**config.mk**
```make
export PLATFORM = sky130hd
export DESIGN_NAME = interrupt_arbiter_flat
export DESIGN_NICKNAME = d
export VERILOG_FILES = /design/src/rtl/interrupt_arbiter_pkg.sv /design/src/rtl/interrupt_arbiter_if.sv /design/src/rtl/edge_detector.sv /design/src/rtl/rx_timeout_counter.sv /design/src/rtl/interrupt_arbiter.sv /design/src/flat_wrapper.sv
export SDC_FILE = /design/constraint.sdc
export NUM_CORES = 1
export LEC_CHECK = 0
export ABC_CLOCK_PERIOD_IN_PS = 1450
export CAP_MARGIN = 20
export CORE_MARGIN = 10
export CORE_UTILIZATION = 36
export DETAILED_ROUTE_END_ITERATION = 10
export GPL_TIMING_DRIVEN = 0
export PLACE_DENSITY = 0.74
export SYNTH_ARGS = -nofsm -noshare
export SYNTH_HDL_FRONTEND = slang
export SYNTH_SLANG_ARGS = --single-unit
```
**constraint.sdc**
```tcl
create_clock -name clk_i -period 1.45 [get_ports clk_i]
set_input_delay 0.2175 -clock clk_i [delete_from_list [all_inputs] [get_ports clk_i]]
set_output_delay 0.2175 -clock clk_i [all_outputs]
set_load 0.03 [all_outputs]
```
**src/rtl/interrupt_arbiter_pkg.sv**
```systemverilog
// ----------------------------------------------------------------------------
// interrupt_arbiter_pkg
// Shared types and constants for the UART interrupt arbiter.
//   uart_int_id_t      : interrupt source IDs as written into ISR.INTID
//                        (lower non-zero value = higher priority)
//   arbiter_state_t    : states of the service FSM
//   STD_TIMEOUT_TICKS  : baud ticks of RX silence before an RX timeout
//                        (4 characters x 10 bits x 16x oversampling)
//   STD_FIFO_DEPTH     : RX FIFO depth, sets the occupancy/threshold widths
// ----------------------------------------------------------------------------
package interrupt_arbiter_pkg;

    localparam int STD_TIMEOUT_TICKS = 640;
    localparam int STD_FIFO_DEPTH    = 64;

    typedef enum logic [2:0] {
        INT_NONE  = 3'b000,
        INT_OVR   = 3'b001,
        INT_PAR   = 3'b010,
        INT_FRM   = 3'b011,
        INT_RXTO  = 3'b100,
        INT_RXRDY = 3'b101,
        INT_CFG   = 3'b110,
        INT_TXD   = 3'b111
    } uart_int_id_t;

    typedef enum logic [1:0] {
        IDLE     = 2'd0,
        SERVE    = 2'd1,
        WAIT_ACK = 2'd2
    } arbiter_state_t;

endpackage

```
**src/rtl/interrupt_arbiter_if.sv**
```systemverilog
// ----------------------------------------------------------------------------
// interrupt_arbiter_if
// Bundles the event, FIFO-status, enable, acknowledge and ISR/CPU-facing
// signals of the interrupt arbiter. Signal suffixes are from the arbiter's
// point of view.
//   slave  : the arbiter (consumes *_i, drives *_o)
//   master : the UART datapath / register block driving the arbiter
// Parameter FIFO_DEPTH sets rx_fifo_count_i (log2+1 bits) and
// rx_fifo_threshold_i (log2 bits).
// ----------------------------------------------------------------------------
interface interrupt_arbiter_if #(
    parameter int FIFO_DEPTH = 64
);
    localparam int CW = $clog2(FIFO_DEPTH) + 1;
    localparam int TW = $clog2(FIFO_DEPTH);

    logic          overrun_error_i;
    logic          parity_error_i;
    logic          frame_error_i;
    logic          config_req_i;
    logic          tx_done_i;
    logic [CW-1:0] rx_fifo_count_i;
    logic [TW-1:0] rx_fifo_threshold_i;
    logic          rx_fifo_read_i;
    logic          rx_push_i;
    logic          bit_tick_i;
    logic          rx_rdy_en_i;
    logic          frame_error_en_i;
    logic          parity_error_en_i;
    logic          overrun_error_en_i;
    logic          int_ackn_i;
    logic [2:0]    interrupt_id_o;
    logic          interrupt_id_en_o;
    logic          int_pend_o;
    logic          ireq_n_o;

    modport slave (
        input  overrun_error_i, parity_error_i, frame_error_i, config_req_i, tx_done_i,
        input  rx_fifo_count_i, rx_fifo_threshold_i, rx_fifo_read_i, rx_push_i, bit_tick_i,
        input  rx_rdy_en_i, frame_error_en_i, parity_error_en_i, overrun_error_en_i,
        input  int_ackn_i,
        output interrupt_id_o, interrupt_id_en_o, int_pend_o, ireq_n_o
    );

    modport master (
        output overrun_error_i, parity_error_i, frame_error_i, config_req_i, tx_done_i,
        output rx_fifo_count_i, rx_fifo_threshold_i, rx_fifo_read_i, rx_push_i, bit_tick_i,
        output rx_rdy_en_i, frame_error_en_i, parity_error_en_i, overrun_error_en_i,
        output int_ackn_i,
        input  interrupt_id_o, interrupt_id_en_o, int_pend_o, ireq_n_o
    );

endinterface

```
**src/rtl/edge_detector.sv**
```systemverilog
// ----------------------------------------------------------------------------
// edge_detector
// Rising-edge detector on a level signal already synchronous to clk_i.
//   clk_i   : clock
//   rst_n_i : asynchronous active-low reset (previous level cleared to 0)
//   sig_i   : level input
//   rise_o  : high for the cycle in which sig_i is 1 and was 0 last cycle
// ----------------------------------------------------------------------------
module edge_detector (
    input  logic clk_i,
    input  logic rst_n_i,
    input  logic sig_i,
    output logic rise_o
);

    logic prev_q;

    // Remember last cycle's level so a rise can be seen combinationally in
    // the cycle it arrives; the consumer acts on it at the very next edge.
    always_ff @(posedge clk_i or negedge rst_n_i) begin
        if (!rst_n_i) begin
            prev_q <= 1'b0;
        end else begin
            prev_q <= sig_i;
        end
    end

    assign rise_o = sig_i & ~prev_q;

endmodule

```
**src/rtl/rx_timeout_counter.sv**
```systemverilog
// ----------------------------------------------------------------------------
// rx_timeout_counter  (built only when RX_TIMEOUT_EN is defined)
// Counts baud ticks of RX inactivity while the RX FIFO holds data.
//   clk_i, rst_n_i   : clock, asynchronous active-low reset
//   bit_tick_i       : oversampling baud tick
//   rx_push_i        : RX wrote a byte (activity, restarts the count)
//   rx_fifo_read_i   : CPU popped a byte (activity, restarts the count)
//   rx_fifo_count_i  : FIFO occupancy; empty FIFO holds the count at zero
//   timeout_o        : one-cycle pulse in the cycle the count hits the limit
//   clear_o          : the count is being zeroed this cycle
// Parameters: TIMEOUT_TICKS (limit, saturating), CW (occupancy width).
// ----------------------------------------------------------------------------
`ifdef RX_TIMEOUT_EN
module rx_timeout_counter #(
    parameter int TIMEOUT_TICKS = 640,
    parameter int CW            = 7
) (
    input  logic          clk_i,
    input  logic          rst_n_i,
    input  logic          bit_tick_i,
    input  logic          rx_push_i,
    input  logic          rx_fifo_read_i,
    input  logic [CW-1:0] rx_fifo_count_i,
    output logic          timeout_o,
    output logic          clear_o
);

    localparam int NW = $clog2(TIMEOUT_TICKS + 1);
    localparam logic [NW-1:0] LIMIT = NW'(TIMEOUT_TICKS);

    logic [NW-1:0] cnt_q;
    logic [NW-1:0] cnt_d;

    // Any FIFO activity or an empty FIFO restarts the silence measurement;
    // otherwise each tick advances the count until it parks at the limit.
    always_comb begin
        clear_o = rx_push_i | rx_fifo_read_i | (rx_fifo_count_i == '0);
        cnt_d   = cnt_q;
        if (clear_o) begin
            cnt_d = '0;
        end else if (bit_tick_i && (cnt_q != LIMIT)) begin
            cnt_d = cnt_q + 1'b1;
        end
        timeout_o = (cnt_q != LIMIT) && (cnt_d == LIMIT);
    end

    // Count register.
    always_ff @(posedge clk_i or negedge rst_n_i) begin
        if (!rst_n_i) begin
            cnt_q <= '0;
        end else begin
            cnt_q <= cnt_d;
        end
    end

endmodule
`endif

```
**src/rtl/interrupt_arbiter.sv**
```systemverilog
// ----------------------------------------------------------------------------
// interrupt_arbiter
// Latches UART interrupt events as pending, serves the highest-priority one
// to the CPU and holds it until ISR.IACK rises.
//   clk_i, rst_n_i : clock, asynchronous active-low reset
//   bus (slave)    : event pulses (overrun/parity/frame/config/tx_done),
//                    RX FIFO status (count, threshold, push, read, bit tick),
//                    ISR enables, ISR.IACK level, and the outputs
//                    interrupt_id_o / interrupt_id_en_o (ISR.INTID load),
//                    int_pend_o (CTR.INTPEND) and ireq_n_o (CPU request)
// Priority: OVR > PAR > FRM > RXTO > RXRDY > CFG > TXD.
// Optional feature macro: RX_TIMEOUT_EN adds the RX timeout source (ID 100);
// without it that source is never pending and bit_tick_i is unused.
// ----------------------------------------------------------------------------
module interrupt_arbiter
    import interrupt_arbiter_pkg::*;
#(
    parameter int TIMEOUT_TICKS = STD_TIMEOUT_TICKS,
    parameter int FIFO_DEPTH    = STD_FIFO_DEPTH
) (
    input logic                clk_i,
    input logic                rst_n_i,
    interrupt_arbiter_if.slave bus
);

    localparam int CW = $clog2(FIFO_DEPTH) + 1;

    arbiter_state_t state_q, state_d;
    uart_int_id_t   id_q, id_d;
    uart_int_id_t   topId;

    logic ovrPend_q, ovrPend_d;
    logic parPend_q, parPend_d;
    logic frmPend_q, frmPend_d;
    logic cfgPend_q, cfgPend_d;
    logic txdPend_q, txdPend_d;

    logic          ackEdge;
    logic          ackDone;
    logic          capture;
    logic          rxtoReq;
    logic          rxRdyReq;
    logic [CW-1:0] rxCount;
    logic [6:0]    reqVec;
    logic          clrOvr, clrPar, clrFrm, clrRxto, clrCfg, clrTxd;

    edge_detector u_ackEdge (
        .clk_i   (clk_i),
        .rst_n_i (rst_n_i),
        .sig_i   (bus.int_ackn_i),
        .rise_o  (ackEdge)
    );

    // RX ready is a pure level: it stays asserted as long as the FIFO is at
    // or above threshold, which is why it re-raises after every ack.
    assign rxCount  = bus.rx_fifo_count_i;
    assign rxRdyReq = bus.rx_rdy_en_i
                    && (rxCount >= CW'(bus.rx_fifo_threshold_i))
                    && (rxCount != '0);

`ifdef RX_TIMEOUT_EN
    logic timeoutHit;
    logic timeoutClr;
    logic rxtoPend_q, rxtoPend_d;

    rx_timeout_counter #(
        .TIMEOUT_TICKS (TIMEOUT_TICKS),
        .CW            (CW)
    ) u_rxTimeout (
        .clk_i           (clk_i),
        .rst_n_i         (rst_n_i),
        .bit_tick_i      (bus.bit_tick_i),
        .rx_push_i       (bus.rx_push_i),
        .rx_fifo_read_i  (bus.rx_fifo_read_i),
        .rx_fifo_count_i (rxCount),
        .timeout_o       (timeoutHit),
        .clear_o         (timeoutClr)
    );

    // The timeout flag is sticky until served or until RX activity restarts
    // the silence count; a new hit in the same cycle still wins.
    always_comb begin
        rxtoPend_d = (timeoutHit & bus.rx_rdy_en_i)
                   | (rxtoPend_q & ~clrRxto & ~timeoutClr);
    end

    // Timeout pending register.
    always_ff @(posedge clk_i or negedge rst_n_i) begin
        if (!rst_n_i) begin
            rxtoPend_q <= 1'b0;
        end else begin
            rxtoPend_q <= rxtoPend_d;
        end
    end

    assign rxtoReq = rxtoPend_q;
`else
    localparam int unusedTimeoutTicks = TIMEOUT_TICKS;
    logic unusedRxTiming;

    assign rxtoReq        = 1'b0;
    assign unusedRxTiming = bus.bit_tick_i ^ bus.rx_push_i ^ bus.rx_fifo_read_i ^ clrRxto;
`endif

    // Error flags are qualified by their enable at arbitration time, so a
    // source disabled before the IDLE capture is never served.
    assign reqVec = {ovrPend_q & bus.overrun_error_en_i,
                     parPend_q & bus.parity_error_en_i,
                     frmPend_q & bus.frame_error_en_i,
                     rxtoReq,
                     rxRdyReq,
                     cfgPend_q,
                     txdPend_q};

    // Fixed-priority encoder: leftmost request bit is the most urgent.
    always_comb begin
        topId = INT_NONE;
        casez (reqVec)
            7'b1??????: topId = INT_OVR;
            7'b01?????: topId = INT_PAR;
            7'b001????: topId = INT_FRM;
            7'b0001???: topId = INT_RXTO;
            7'b00001??: topId = INT_RXRDY;
            7'b000001?: topId = INT_CFG;
            7'b0000001: topId = INT_TXD;
            default:    topId = INT_NONE;
        endcase
    end

    // Service FSM. The ID is frozen at the IDLE capture and only the served
    // source is cleared on ack, so later arrivals (even higher priority) just
    // wait their turn. Ack edges outside WAIT_ACK are deliberately dropped.
    always_comb begin
        state_d               = state_q;
        id_d                  = id_q;
        capture               = 1'b0;
        ackDone               = 1'b0;
        bus.interrupt_id_en_o = 1'b0;
        bus.int_pend_o        = 1'b0;
        bus.ireq_n_o          = 1'b1;
        case (state_q)
            IDLE: begin
                if (reqVec != '0) begin
                    capture = 1'b1;
                    id_d    = topId;
                    state_d = SERVE;
                end
            end
            SERVE: begin
                bus.interrupt_id_en_o = 1'b1;
                bus.int_pend_o        = 1'b1;
                bus.ireq_n_o          = 1'b0;
                state_d               = WAIT_ACK;
            end
            WAIT_ACK: begin
                bus.int_pend_o = 1'b1;
                bus.ireq_n_o   = 1'b0;
                if (ackEdge) begin
                    ackDone = 1'b1;
                    state_d = IDLE;
                end
            end
            default: begin
                state_d = IDLE;
            end
        endcase
    end

    assign bus.interrupt_id_o = id_q;

    assign clrOvr  = ackDone && (id_q == INT_OVR);
    assign clrPar  = ackDone && (id_q == INT_PAR);
    assign clrFrm  = ackDone && (id_q == INT_FRM);
    assign clrRxto = ackDone && (id_q == INT_RXTO);
    assign clrCfg  = ackDone && (id_q == INT_CFG);
    assign clrTxd  = ackDone && (id_q == INT_TXD);

    // Sticky edge-source flags: a new pulse beats a same-cycle ack clear,
    // and dropping an error enable wipes that flag on the next edge.
    always_comb begin
        ovrPend_d = (bus.overrun_error_i & bus.overrun_error_en_i)
                  | (ovrPend_q & bus.overrun_error_en_i & ~clrOvr);
        parPend_d = (bus.parity_error_i & bus.parity_error_en_i)
                  | (parPend_q & bus.parity_error_en_i & ~clrPar);
        frmPend_d = (bus.frame_error_i & bus.frame_error_en_i)
                  | (frmPend_q & bus.frame_error_en_i & ~clrFrm);
        cfgPend_d = bus.config_req_i | (cfgPend_q & ~clrCfg);
        txdPend_d = bus.tx_done_i    | (txdPend_q & ~clrTxd);
    end

    // State, served ID and pending flags all return to idle values at once
    // when reset asserts, even in the middle of a service.
    always_ff @(posedge clk_i or negedge rst_n_i) begin
        if (!rst_n_i) begin
            state_q   <= IDLE;
            id_q      <= INT_NONE;
            ovrPend_q <= 1'b0;
            parPend_q <= 1'b0;
            frmPend_q <= 1'b0;
            cfgPend_q <= 1'b0;
            txdPend_q <= 1'b0;
        end else begin
            state_q   <= state_d;
            id_q      <= id_d;
            ovrPend_q <= ovrPend_d;
            parPend_q <= parPend_d;
            frmPend_q <= frmPend_d;
            cfgPend_q <= cfgPend_d;
            txdPend_q <= txdPend_d;
        end
    end

endmodule

```
**src/flat_wrapper.sv**
```systemverilog
// flat-port wrapper written by rule: the top's interface ports become plain ports
module interrupt_arbiter_flat import interrupt_arbiter_pkg::*;
#(
    parameter int TIMEOUT_TICKS = STD_TIMEOUT_TICKS,
    parameter int FIFO_DEPTH    = STD_FIFO_DEPTH
)
  (clk_i, rst_n_i, bus_overrun_error_i, bus_parity_error_i, bus_frame_error_i, bus_config_req_i, bus_tx_done_i, bus_rx_fifo_count_i, bus_rx_fifo_threshold_i, bus_rx_fifo_read_i, bus_rx_push_i, bus_bit_tick_i, bus_rx_rdy_en_i, bus_frame_error_en_i, bus_parity_error_en_i, bus_overrun_error_en_i, bus_int_ackn_i, bus_interrupt_id_o, bus_interrupt_id_en_o, bus_int_pend_o, bus_ireq_n_o);
  interrupt_arbiter_if #(.FIFO_DEPTH(FIFO_DEPTH)) bus_i ();
  input logic clk_i;
  input logic rst_n_i;
  input wire logic [$bits(bus_i.overrun_error_i)-1:0] bus_overrun_error_i;
  input wire logic [$bits(bus_i.parity_error_i)-1:0] bus_parity_error_i;
  input wire logic [$bits(bus_i.frame_error_i)-1:0] bus_frame_error_i;
  input wire logic [$bits(bus_i.config_req_i)-1:0] bus_config_req_i;
  input wire logic [$bits(bus_i.tx_done_i)-1:0] bus_tx_done_i;
  input wire logic [$bits(bus_i.rx_fifo_count_i)-1:0] bus_rx_fifo_count_i;
  input wire logic [$bits(bus_i.rx_fifo_threshold_i)-1:0] bus_rx_fifo_threshold_i;
  input wire logic [$bits(bus_i.rx_fifo_read_i)-1:0] bus_rx_fifo_read_i;
  input wire logic [$bits(bus_i.rx_push_i)-1:0] bus_rx_push_i;
  input wire logic [$bits(bus_i.bit_tick_i)-1:0] bus_bit_tick_i;
  input wire logic [$bits(bus_i.rx_rdy_en_i)-1:0] bus_rx_rdy_en_i;
  input wire logic [$bits(bus_i.frame_error_en_i)-1:0] bus_frame_error_en_i;
  input wire logic [$bits(bus_i.parity_error_en_i)-1:0] bus_parity_error_en_i;
  input wire logic [$bits(bus_i.overrun_error_en_i)-1:0] bus_overrun_error_en_i;
  input wire logic [$bits(bus_i.int_ackn_i)-1:0] bus_int_ackn_i;
  output wire logic [$bits(bus_i.interrupt_id_o)-1:0] bus_interrupt_id_o;
  output wire logic [$bits(bus_i.interrupt_id_en_o)-1:0] bus_interrupt_id_en_o;
  output wire logic [$bits(bus_i.int_pend_o)-1:0] bus_int_pend_o;
  output wire logic [$bits(bus_i.ireq_n_o)-1:0] bus_ireq_n_o;
  assign bus_i.overrun_error_i = bus_overrun_error_i;
  assign bus_i.parity_error_i = bus_parity_error_i;
  assign bus_i.frame_error_i = bus_frame_error_i;
  assign bus_i.config_req_i = bus_config_req_i;
  assign bus_i.tx_done_i = bus_tx_done_i;
  assign bus_i.rx_fifo_count_i = bus_rx_fifo_count_i;
  assign bus_i.rx_fifo_threshold_i = bus_rx_fifo_threshold_i;
  assign bus_i.rx_fifo_read_i = bus_rx_fifo_read_i;
  assign bus_i.rx_push_i = bus_rx_push_i;
  assign bus_i.bit_tick_i = bus_bit_tick_i;
  assign bus_i.rx_rdy_en_i = bus_rx_rdy_en_i;
  assign bus_i.frame_error_en_i = bus_frame_error_en_i;
  assign bus_i.parity_error_en_i = bus_parity_error_en_i;
  assign bus_i.overrun_error_en_i = bus_overrun_error_en_i;
  assign bus_i.int_ackn_i = bus_int_ackn_i;
  assign bus_interrupt_id_o = bus_i.interrupt_id_o;
  assign bus_interrupt_id_en_o = bus_i.interrupt_id_en_o;
  assign bus_int_pend_o = bus_i.int_pend_o;
  assign bus_ireq_n_o = bus_i.ireq_n_o;
  interrupt_arbiter #(.TIMEOUT_TICKS(TIMEOUT_TICKS), .FIFO_DEPTH(FIFO_DEPTH)) u_core (.clk_i(clk_i), .rst_n_i(rst_n_i), .bus(bus_i));
endmodule
```
# ---- Word-level counts from Yosys, hierarchy flattened
# Index checks and enable logic that the tools add are counted.
dict set report word_totals {
  reg_bits 11
  inputBits 28
  word_cells 68
  output_inout_bits 6
}
dict set report op_classes {
  n_reduce_logical 13
  eq_ne 14
  n_mux 9
  order_cmp 1
  bitwise_logic 23
}
# cell n
set ops {}
lappend ops {{3-bit case mux with 6 select lines} 1}
lappend ops {{7-bit nonzero test} 2}
lappend ops {{1-bit AND} 12}
lappend ops {{7-bit by 6-bit >= comparator with 1-bit output} 1}
lappend ops {{1-bit logical AND} 7}
lappend ops {{3-bit by 1-bit == test with 1-bit output (second input constant)} 2}
lappend ops {{3-bit by 2-bit == test with 1-bit output (second input constant)} 2}
lappend ops {{3-bit == test (second input constant)} 2}
lappend ops {{6-bit by 1-bit == test with 1-bit output (second input constant)} 1}
lappend ops {{1-bit inverter} 6}
lappend ops {{2-bit case mux with 3 select lines} 1}
lappend ops {{5-bit by 1-bit == test with 1-bit output (second input constant)} 1}
lappend ops {{1-bit two-way mux} 5}
lappend ops {{1-bit OR} 5}
lappend ops {{2-bit by 1-bit == test with 1-bit output (second input constant)} 2}
lappend ops {{4-bit by 1-bit == test with 1-bit output (second input constant)} 1}
lappend ops {{2-bit two-way mux} 2}
lappend ops {{2-bit by 1-bit != test with 1-bit output (second input constant)} 2}
lappend ops {{2-bit AND reduction} 2}
lappend ops {{2-bit == test (second input constant)} 1}
lappend ops {{2-bit zero test} 1}
lappend ops {{2-bit OR reduction} 1}

# ---- Longest topological paths before layout
# Gate-level depths: netlist of run 1.
dict set report depth {
  word_depth 8
  mapped_depth 8
  mapped_depth_nobuf 8
}

# ---- By module
# A second synthesis of run 1 with hierarchy kept.
dict set report hier_totals {
  hier_cells 82
  area_unflattened_um2 747.0
}
# module cells_each seq_area_each_um2 area_per_inst_um2 instances
set by_module_without_submodules {}
lappend by_module_without_submodules {interrupt_arbiter 80 250.2 708.2 1}
lappend by_module_without_submodules {edge_detector 2 25.0 38.8 1}

# ---- Worst setup path before layout of run 1
# OpenSTA, ideal clock, no wires.
dict set report synth_timing {
  kind {input -> register}
  startpoint {input bus_rx_fifo_threshold_i[5]}
  endpoint {register u_core.state_q[1]}
  setup_time_ns 0.128
  arrival_time_ns 1.690
  stages 8
  setup_slack_ns -0.368
  path_cell_list {inv_1 > ha_1 > a211oi_1 > nand2_1 > a41oi_1 > o21ai_2 > o31ai_2 > mux2_1}
}
dict set report synth_between {
  elab_chain_cells 6
}
# item line_no
set synth_rtl {}
lappend synth_rtl {{start, declared} flat_wrapper.sv:17} ;# input wire logic [$bits(bus_i.rx_fifo_threshold_i)-1:0] bus_rx_fifo_threshold_i;
lappend synth_rtl {{7-bit by 6-bit >= comparator with 1-bit output} interrupt_arbiter.sv:58} ;# && (rxCount >= CW'(bus.rx_fifo_threshold_i))
lappend synth_rtl {{1-bit logical AND} interrupt_arbiter.sv:58}
lappend synth_rtl {{1-bit logical AND} interrupt_arbiter.sv:59} ;# && (rxCount != '0);
lappend synth_rtl {{7-bit nonzero test} interrupt_arbiter.sv:143} ;# if (reqVec != '0) begin
lappend synth_rtl {{2-bit by 1-bit != test with 1-bit output (no source line)} -}
lappend synth_rtl {{2-bit AND reduction (no source line)} -}
lappend synth_rtl {{end signal, assigned} interrupt_arbiter.sv:203} ;# state_q <= state_d;
lappend synth_rtl {{end, declared} interrupt_arbiter.sv:28} ;# arbiter_state_t state_q, state_d;
# Every way passes these cells.
# A chain may end at the register's enable or synchronous reset.

# ---- Worst setup path in the final report of run 1
dict set report layout_timing {
  startpoint {input bus_rx_fifo_count_i[4]}
  endpoint {register u_core.state_q[1]}
}
dict set report layout_between {
  elab_chain_cells 6
  word_cells_on_any_way 7
  classes_between {order compare: 1; eq/ne: 1; reduce/logical: 5}
}
# item line_no
set layout_rtl {}
lappend layout_rtl {{start, declared} flat_wrapper.sv:16} ;# input wire logic [$bits(bus_i.rx_fifo_count_i)-1:0] bus_rx_fifo_count_i;
lappend layout_rtl {{7-bit by 6-bit >= comparator with 1-bit output} interrupt_arbiter.sv:58}
lappend layout_rtl {{1-bit logical AND} interrupt_arbiter.sv:58}
lappend layout_rtl {{1-bit logical AND (*)} interrupt_arbiter.sv:59}
lappend layout_rtl {{7-bit nonzero test (*)} interrupt_arbiter.sv:143}
lappend layout_rtl {{2-bit by 1-bit != test with 1-bit output (no source line) (*)} -}
lappend layout_rtl {{2-bit AND reduction (no source line) (*)} -}
# Mark *: on every way between the ends. The rest lies on a longest branch, timed or not.

==> summary.md, run 1 <==
| Metric | Value |
|---|---|
| Clock Latency Late Sink | `approximately 0.27 ns` |
| Yosys warns | `0` |
| Clk buf depth | `2` |
| Max Used Layer | `met4` |
| Antenna-violating nets left | `0` |
| Wl on met1 | `959 um` |
| Unique masters post-synth | `26` |
| Reg-to-reg startpoint | `u_core.state_q[1]$_DFFE_PN0P_` |
| Endpoints failing hold | `0` |
| TritonCTS clock tree | `done` |
| DPL Wire Length | `between 1.5 and 2 mm` |
| Commonest cells in the synthesized netlist | `12 x inv_1, 11 x dfrtp_1, 9 x ha_1` |
| CTS Sinks | `11` |
| Post-layout worst setup margin | `-0.1976 ns` |
| P_leak | `about 0.56 nW` |
| CP Launch Type | `input port` |
| P per Cell Area | `1302 mW/mm2` |
| Post-Syn Area | `about 750 um2` |
| Routability congestion estimate | `~0.76` |
| Crit-path slowest cell | `or4_4` |
| Reg2reg setup slack | `-0.07 ns` |
| #FFs+latches synth | `11` |
| Row count | `16` |
| Synth top area share | `36.91%` |
| Initial antenna violation count | `0` |
| Maxcap violations | `0` |
| Nets@finish | `161` |
| Vias per inst | `5.027` |
| Largest net degree at the start of global routing | `12` |
| Failing checks | `setup timing` |
| Layout Cells excl Fill | `150` |
| GRT Util Overall | `between 10 and 15%` |
| Top FF cell, synth | `dfrtp_1` |
| Initial core utilization | `38.01%` |
| CTS Buf Count | `3` |
| Layout Utilization | `between 60 and 70%` |
| Area Growth Syn to Fin | `70.47%` |
| Worst-case reg-to-reg path depth | `5` |
| Critical path data arrival time | `1.80 ns` |
| Final worst path period share | `113.6%` |
| Vias | `~750` |
| Root Buffer | `clkbuf_4` |
| Hold Crit Class | `in -> async` |
| Upper clock frequency limit | `0.6069 GHz` |
| Mean area per synthesized cell | `9.439 um2` |
| CP endpoint kind | `register` |
| Finished Cell Area | `0.001271 mm2` |
| Fin. max-slew vios | `0` |
| Worst hold slack | `about 0.28 ns` |
| Wire length on met2 | `1.258 mm` |
| Crit-path cells | `buf_6 -> or4_4 -> o41ai_4 -> o21ai_2 -> o31ai_2 -> mux2_1` |
| Reg2reg end | `u_core.state_q[1]$_DFFE_PN0P_` |
| Cts hold-fix bufs | `0` |
| I/O pin count | `34` |
| Setup Crit Path Kind | `in -> reg` |
| Leading area contributor after synthesis | `dfrtp_1` |
| Status | `finished, violations left` |
| Crit path largest cell delay | `0.53 ns` |
| Final WL | `between 2 and 2.5 mm` |
| Cell with the most instances after synthesis | `inv_1` |
| First drt pass iteration count | `4` |
| Ant. Diodes | `0` |
| Tmin final | `1.648 ns` |
| Reg clk slew, reported paths | `0.07 ns` |
| Asr flop ratio synth | `100.0%` |
| DR iter-0 viols | `13` |
| Final setup fails | `6` |
| Worst-Margin Slew | `0.5104 ns` |
| Crit path max fanout | `2` |
| H-Tree Depth | `1` |
| Synth top area cells | `dfrtp_1 37%, ha_1 15%, inv_1 6.0%` |
| DR DRC count | `0` |
| Port Buffers | `30` |
| Wire length on met3 | `126 um` |
| DIE HEIGHT | `roughly 66 um` |
| Max-slew headroom | `65.87%` |
| Clk_skew | `around 0.0038 ns` |
| Post-synthesis cell count | `between 70 and 80` |
| Core Box Area | `0.001962 mm2` |
| GRT overflow | `0` |
| Critical Path RT | `1.61 ns` |
| Number of global-route vias before repair | `855` |
| Die area | `0.004292 mm2` |
| Register area share after synthesis | `36.91%` |
| Syn Nets | `116` |
| Area after DPL | `about 0.0011 mm2` |
| DR WL/cell | `15.76 um` |
| First-pass GRT wire length | `3.829 mm` |
| Die span in x | `65.51 um` |
| Peak VDD IR | `0.001380 V` |
| Share of cells above drive strength 1 | `between 30% and 40%` |
| Dpl cells | `136` |
| RSZ-0062 raised after global routing | `true` |
| Post-synth EDFFs | `0` |
power breakdown:
part           switching [W]  internal (W)
combinational       0.000531      0.000428
clock               0.000102      0.000107
sequential          0.000103      0.000384
final cells by class:
cell class	count	area (um2)
Fill cell	183	690.7
Multi-Input combinational cell	56	533.0
Timing Repair Buffer	40	357.8
Sequential cell	11	275.3
Inverter	12	45.04
Tap cell	27	33.78
Clock buffer	4	26.28
critical path: cells and delay by family:
kind	cells	cell delay, ns
AOI/OAI and AO/OA	3	0.62
and+or+nand+nor	1	0.53
muxes	1	0.34
buffers and inverters	1	0.09
layout by cell type, fill, tap and decap left out, types with 4 or more instances in the layout:
master and count:
inv_1 8, nand3_1 4, clkdlybuf4s15_1 4, dlygate4sd2_1 4
clkbuf_4 4, buf_2 4, inv_2 4, clkdlybuf4s50_1 11
buf_4 8, buf_6 5, nand2_1 6, dfrtp_1 11
through the flow:
step / setup WS (ns) / setup TNS, ns / power (W)
6_report: -0.1976 / -0.8536 / 0.001655
5_1_grt: -0.2486 / -1.614 / 0.001775
4_1_cts: -0.3250 / -0.8515 / 0.001553
3_5_place_dp: -1.006 / -4.916 / 0.001336
3_3_place_gp: -0.9291 / -4.428 / 0.001317
2_1_floorplan: -0.3303 / -0.5466 / 0.0009797
kinds of logic (layout without fill, tap and decap cells):
group	count (synthesis)	count (layout)	synth area share, %
adders and majority gates	9	9	15.10
AOI/OAI and AO/OA	22	22	22.65
and+or+nand+nor	24	24	17.79
DFF	11	11	36.91
buffers and inverters	12	56	6.040
muxes	1	1	1.510
metal layers:
layer | vias up | global-route usage [%]
met5 | - | 0
met4 | 0 | 4.011
met3 | 2 | 2.881
met2 | 26 | 19.51
met1 | 355 | 12.65
li1 | 371 | -
how the worst max path moves through the flow:
stage | slack [ns] | from | to | cells after the start
2_1_floorplan | -0.33 | bus_rx_fifo_count_i[3] | u_core.state_q[1]$_DFFE_PN0P_ | 5
3_3_place_gp | -0.93 | bus_rx_fifo_threshold_i[5] | u_core.state_q[1]$_DFFE_PN0P_ | 9
3_5_place_dp | -1.01 | bus_rx_fifo_count_i[0] | u_core.state_q[1]$_DFFE_PN0P_ | 9
4_1_cts | -0.33 | bus_rx_fifo_count_i[3] | u_core.state_q[1]$_DFFE_PN0P_ | 6
5_1_grt | -0.25 | bus_rx_fifo_count_i[4] | u_core.state_q[1]$_DFFE_PN0P_ | 6
6_report | -0.20 | bus_rx_fifo_count_i[4] | u_core.state_q[1]$_DFFE_PN0P_ | 6
flip-flops by register name, indices dropped and copies added (netlist names):
| register | count |
|---|---|
| u_core.ovrPend_q | 1 |
| u_core.state_q | 2 |
| u_core.txdPend_q | 1 |
| u_core.parPend_q | 1 |
| u_core.cfgPend_q | 1 |
| u_core.bus.interrupt_id_o | 3 |
| u_core.u_ackEdge.prev_q | 1 |
| u_core.frmPend_q | 1 |
repair_timing:
item / CTS / global route
setup buffers: 9 / 1
pin swaps: 17 / 15
endpoints found under the setup margin: 14 / 14
gates resized for setup: 61 / 22
No activity file was read; power rests on OpenSTA's default activity.
==> run 2, diff against run 1 <==
Settings changed: CORE_MARGIN 10 to 2.
==> run 2 against run 1 <==
  * The flow still finishes with violations (setup timing)
  * Register-to-register slack barely moved
  * Power fell by 0.23%
  * Worst hold slack worse by 0.0011 ns
  * Non-clock buffer count is 1 lower
  * Cell area grew 0.39%
  * Critical path depth unchanged
  * Flip-flop and latch count is the same
  * Critical endpoint unchanged
  * Largest cell class unchanged
==> summary.md, run 2 (synthesis gave the netlist of run 1 again) <==
| Metric | Value |
|---|---|
| Fin. max-slew vios | `0` |
| Share of cells above drive strength 1 | `42.62%` |
| DPL Wire Length | `roughly 1.4 mm` |
| Switching share of power | `between 40% and 50%` |
| Vias | `766` |
| Maxcap violations | `0` |
| Post-layout worst setup margin | `-0.1974 ns` |
| Reg clk slew, reported paths | `around 0.070 ns` |
| Upper clock frequency limit | `0.6070 GHz` |
| CP Launch Type | `input port` |
| Setup Crit Path Kind | `in -> reg` |
| P per Cell Area | `1294 mW/mm2` |
| Critical Path RT | `1.60 ns` |
| CTS Buf Count | `3` |
| Tmin final | `1.647 ns` |
| Dpl cells | `136` |
| Int Power | `between 0.0009 and 0.001 W` |
| Worst-Margin Slew | `~0.5 ns` |
| Crit path max fanout | `2` |
| Ant. Diodes | `0` |
| Die area | `0.002451 mm2` |
| RSZ-0062 raised after global routing | `true` |
| Hold Crit Class | `in -> async` |
| Routability congestion estimate | `roughly 0.76` |
| Number of global-route vias before repair | `843` |
| Final WL | `2.026 mm` |
| Worst-case reg-to-reg path depth | `5` |
| Failing checks | `setup timing` |
| Crit path largest cell delay | `between 0.5 and 0.6 ns` |
| Row count | `16` |
| Final setup fails | `5` |
| Comb pwr share | `~58%` |
| Critical path data arrival time | `1.79 ns` |
| Layout Cells excl Fill | `149` |
| Port Buffers | `30` |
| DIE HEIGHT | `49.51 um` |
| Largest net degree at the start of global routing | `12` |
| Crit-path slowest cell | `or4_4` |
| CTS Sinks | `11` |
| Final worst path period share | `113.6%` |
| Root Buffer | `clkbuf_4` |
| Cts hold-fix bufs | `0` |
| Switch Pwr | `roughly 0.00073 W` |
| Peak VDD IR | `0.001620 V` |
| Reg2reg end | `u_core.state_q[1]$_DFFE_PN0P_` |
| First-pass GRT wire length | `3.429 mm` |
| Clk_skew | `0.004888 ns` |
| Initial antenna violation count | `0` |
| Sequential Power Share | `30.1%` |
| P_leak | `0.5494 nW` |
| DR iter-0 viols | `10` |
| Number of flip-flops in the largest register | `3` |
| Most frequent cells in the layout | `11 x clkdlybuf4s50_1, 11 x dfrtp_1, 9 x buf_4` |
| Max-slew headroom | `between 60 and 70%` |
| Initial core utilization | `38.01%` |
| Endpoints failing hold | `0` |
| TritonCTS clock tree | `done` |
| DR DRC count | `0` |
| I/O pin count | `34` |
| Core Box Area | `0.001962 mm2` |
| Clk buf depth | `2` |
| Status | `finished, violations left` |
| GRT Util Overall | `17.91%` |
| First drt pass iteration count | `4` |
| DR WL/cell | `13.60 um` |
| Die span in x | `49.51 um` |
| Worst hold slack | `roughly 0.28 ns` |
| Vias per inst | `5.141` |
| Reg-to-reg startpoint | `u_core.state_q[1]$_DFFE_PN0P_` |
| Clock Latency Late Sink | `0.26 ns` |
| Nets@finish | `160` |
| Crit-path cells | `buf_8 -> or4_4 -> o41ai_4 -> o21ai_2 -> o31ai_2 -> mux2_4` |
| TNS Setup | `-0.4390 ns` |
| GRT overflow | `0` |
| Area Growth Syn to Fin | `71.14%` |
| Reg2reg setup slack | `-0.06 ns` |
| CP endpoint kind | `register` |
| Antenna-violating nets left | `0` |
| H-Tree Depth | `1` |
| Clock share of power | `roughly an eighth` |
## run 2: cell count changes in the layout (fill, tap and decap cells not counted), sizes merged
cell / change
clkbuf: +2
clkdlybuf4s15: -2
buf: -1
dlygate4sd2: +1
dlymetal6s2s: -1
## run 2: layout make-up
type                       instances  area [um2]
clock buffer                       4       26.28
fill                             188       685.7
inverter                          12       45.04
multi-input combinational         56       559.3
sequential                        11       275.3
tap                               27       33.78
timing repair buffer              39       336.6
## run 2: worst max-delay path by stage
stage | to | cells after the start | slack, ns | startpoint
detailed placement | u_core.state_q[1]$_DFFE_PN0P_ | 9 | -0.98 | bus_rx_fifo_count_i[0]
global route | u_core.state_q[1]$_DFFE_PN0P_ | 6 | -0.24 | bus_rx_fifo_count_i[2]
floorplan | u_core.state_q[1]$_DFFE_PN0P_ | 5 | -0.33 | bus_rx_fifo_count_i[3]
global placement | u_core.state_q[1]$_DFFE_PN0P_ | 9 | -0.93 | bus_rx_fifo_threshold_i[5]
finish | u_core.state_q[1]$_DFFE_PN0P_ | 6 | -0.20 | bus_rx_fifo_count_i[2]
CTS | u_core.state_q[1]$_DFFE_PN0P_ | 6 | -0.31 | bus_rx_fifo_count_i[4]
## run 2: critical path, delay by kind of cell
kind | cells | cell delay (ns)
AO/OA/AOI/OAI | 3 | 0.63
AND/OR/NAND/NOR | 1 | 0.53
multiplexers | 1 | 0.32
buffers and inverters | 1 | 0.09
## run 2: timing repair
item,CTS,global route
pin swaps,18,18
resized for setup,63,25
setup endpoints to repair,14,10
gates cloned,0,0
setup buffers,7,2
## run 2: per-layer routing
layer	GRT usage (%)	wire [um]
met5	0	0
met4	7.870	15
met3	3.939	139
met2	34.01	1070
met1	18.63	800
## run 2: power by group through the flow
stage	sequential, W	combinational [W]	clock, W
2_1_floorplan	0.000533	0.000447	0
3_3_place_gp	0.000476	0.000830	0
3_5_place_dp	0.000478	0.000847	0
4_1_cts	0.000480	0.000845	0.000210
5_1_grt	0.000509	0.00103	0.000223
6_report	0.000496	0.000952	0.000203
## run 2: metrics by stage
stage | utilization, % | power [W] | setup slack, ns | cell area (um2)
CTS | 61.67 | 0.001535 | -0.3064 | 1210
detailed placement | 55.80 | 0.001325 | -0.9767 | 1095
global placement | 55.80 | 0.001306 | -0.9291 | 1095
finish | 65.05 | 0.001651 | -0.1974 | 1276
floorplan | - | 0.0009797 | -0.3303 | 760.7
global route | 65.05 | 0.001765 | -0.2359 | 1276
==> run 3, diff against run 2 <==
Settings changed: CORE_UTILIZATION 36 to 38, CTS_BUF_LIST set to sky130_fd_sc_hd__clkbuf_2, PLACE_DENSITY 0.74 to 0.77.
==> run 3 against run 2 <==
  * The run still ends with setup timing left
  * Largest power group unchanged
  * Non-clock buffer count down 1
  * Combinational power down 7.5%
  * Critical path type unchanged
  * Highest routed layer unchanged
  * Core utilization about the same
==> summary.md, run 3 (synthesis gave the netlist of run 1 again) <==
| Metric | Value |
|---|---|
| Crit path largest cell delay | `0.54 ns` |
| Setup Crit Path Kind | `in -> reg` |
| Crit path max fanout | `2` |
| Critical Path RT | `~1.6 ns` |
| Clk_skew | `0.003717 ns` |
| DIE HEIGHT | `48.30 um` |
| Core Box Area | `~0.0019 mm2` |
| Peak VDD IR | `~0.0013 V` |
| Pwr Total | `roughly 0.0015 W` |
| Fin. max-slew vios | `0` |
| Maxcap violations | `0` |
| Final worst path period share | `114.4%` |
| Status | `finished, violations left` |
| Delay-heaviest family, CP | `compound AO/OA/AOI/OAI gates` |
| DR iter-0 viols | `23` |
| Die area | `0.002333 mm2` |
| Share of cells above drive strength 1 | `about 40%` |
| CTS Sinks | `11` |
| Number of flip-flops in the largest register | `3` |
| Area Growth Syn to Fin | `65.94%` |
| Crit-path slowest cell | `or4_4` |
| Layout Utilization | `65.07%` |
| Most frequent cells in the layout | `11 x clkdlybuf4s50_1, 11 x dfrtp_1, 10 x buf_4` |
| Root Buffer | `clkbuf_2` |
| Hold Crit Class | `in -> async` |
| Max-slew headroom | `66.96%` |
| First drt pass iteration count | `4` |
| Vias | `773` |
| Nets@finish | `159` |
| Pre-CTS setup slack | `-0.9532 ns` |
| Vias per inst | `5.223` |
| Worst-Margin Slew | `0.4940 ns` |
| GRT overflow | `0` |
| Clk buf depth | `2` |
| Critical path data arrival time | `1.80 ns` |
| Ant. Diodes | `0` |
| CTS Buf Count | `3` |
| Routability congestion estimate | `0.7905` |
| Initial antenna violation count | `0` |
| RSZ-0062 raised after global routing | `true` |
| CP Launch Type | `input port` |
| Clock Latency Late Sink | `0.25 ns` |
| Initial core utilization | `between 30% and 40%` |
| CP endpoint kind | `register` |
| Final setup fails | `6` |
| Worst hold slack | `between 0.2 and 0.3 ns` |
| I/O pin count | `34` |
| Row count | `16` |
| Failing checks | `setup timing` |
| Reg clk slew, reported paths | `0.10 ns` |
| Largest net degree at the start of global routing | `12` |
| TritonCTS clock tree | `done` |
| Endpoints failing hold | `0` |
| P_leak | `0.5508 nW` |
| Port Buffers | `30` |
| Number of global-route vias before repair | `840` |
| P per Cell Area | `1241 mW/mm2` |
| DPL Wire Length | `between 1 and 1.5 mm` |
| Tmin final | `1.658 ns` |
| Final WL | `about 2.0 mm` |
| First-pass GRT wire length | `around 3.7 mm` |
| Die span in x | `around 48 um` |
| Crit-path cells | `buf_8 -> or4_4 -> o41ai_4 -> o21ai_2 -> o31ai_2 -> mux2_1` |
| WP buf/inv | `1` |
| DR DRC count | `0` |
| H-Tree Depth | `1` |
| Antenna-violating nets left | `0` |
| GRT Util Overall | `19.83%` |
| Upper clock frequency limit | `0.6030 GHz` |
| DR WL/cell | `13.28 um` |
| Post-layout worst setup margin | `-0.2084 ns` |
run 3: cell types whose count changed in the layout (fill, tap and decap cells not counted), moves of 2 or more:
cell and change:
buf_6 -2, ha_4 -2, clkbuf_4 -3, clkbuf_2 +2
run 3: per-layer routing:
metal	GRT usage (%)	share of wire, %	routed length, um
met5	0	0	0
met4	7.143	0.61	12
met3	4.630	6.6	130
met2	37.73	55	1077
met1	21.18	38	746
run 3: area by class of cell:
type / instances / area, um2
inverters: 12 / 45.04
multi-input cells: 56 / 536.8
repair buffers: 38 / 326.6
flip-flops and latches: 11 / 275.3
well taps: 27 / 33.78
clock buffers: 4 / 20.02
fillers: 158 / 664.4
run 3: repair_timing:
action | in CTS | in global routing
gates resized for setup | 65 | 18
setup buffers | 7 | 2
hold buffers | 0 | 0
pin swaps | 17 | 11
endpoints found under the setup margin | 14 | 12
gates cloned | 0 | 0
run 3: stage by stage:
stage	cell area, um2	setup TNS (ns)	instances
finish	1237	-0.4778	148
global route	1237	-1.050	148
CTS	1214	-0.7403	146
detailed placement	1095	-4.792	136
global placement	1095	-4.440	136
floorplan	760.7	-0.5466	79
run 3: path summary, 6_finish.rpt:
kind | endpoint | startpoint | slack (ns) | depth (start not counted)
min in group clk_i | u_core.u_ackEdge.prev_q$_DFF_PN0_ | bus_int_ackn_i | 0.42 | 1
worst max register to register | u_core.state_q[1]$_DFFE_PN0P_ | u_core.state_q[1]$_DFFE_PN0P_ | -0.11 | 5
max in group asynchronous | u_core.txdPend_q$_DFF_PN0_ | rst_n_i | 0.83 | 1
worst min-delay path | u_core.state_q[0]$_DFFE_PN0P_ | rst_n_i | 0.29 | 1
worst min register to register | u_core.state_q[1]$_DFFE_PN0P_ | u_core.state_q[1]$_DFFE_PN0P_ | 0.55 | 1
worst max-delay path | u_core.state_q[1]$_DFFE_PN0P_ | bus_rx_fifo_count_i[2] | -0.21 | 6
run 3: where the power goes:
group	internal, W	switching, W	total [W]
clock	0.0000733	0.0000957	0.000169
combinational	0.000376	0.000505	0.000881
sequential	0.000383	0.000103	0.000486
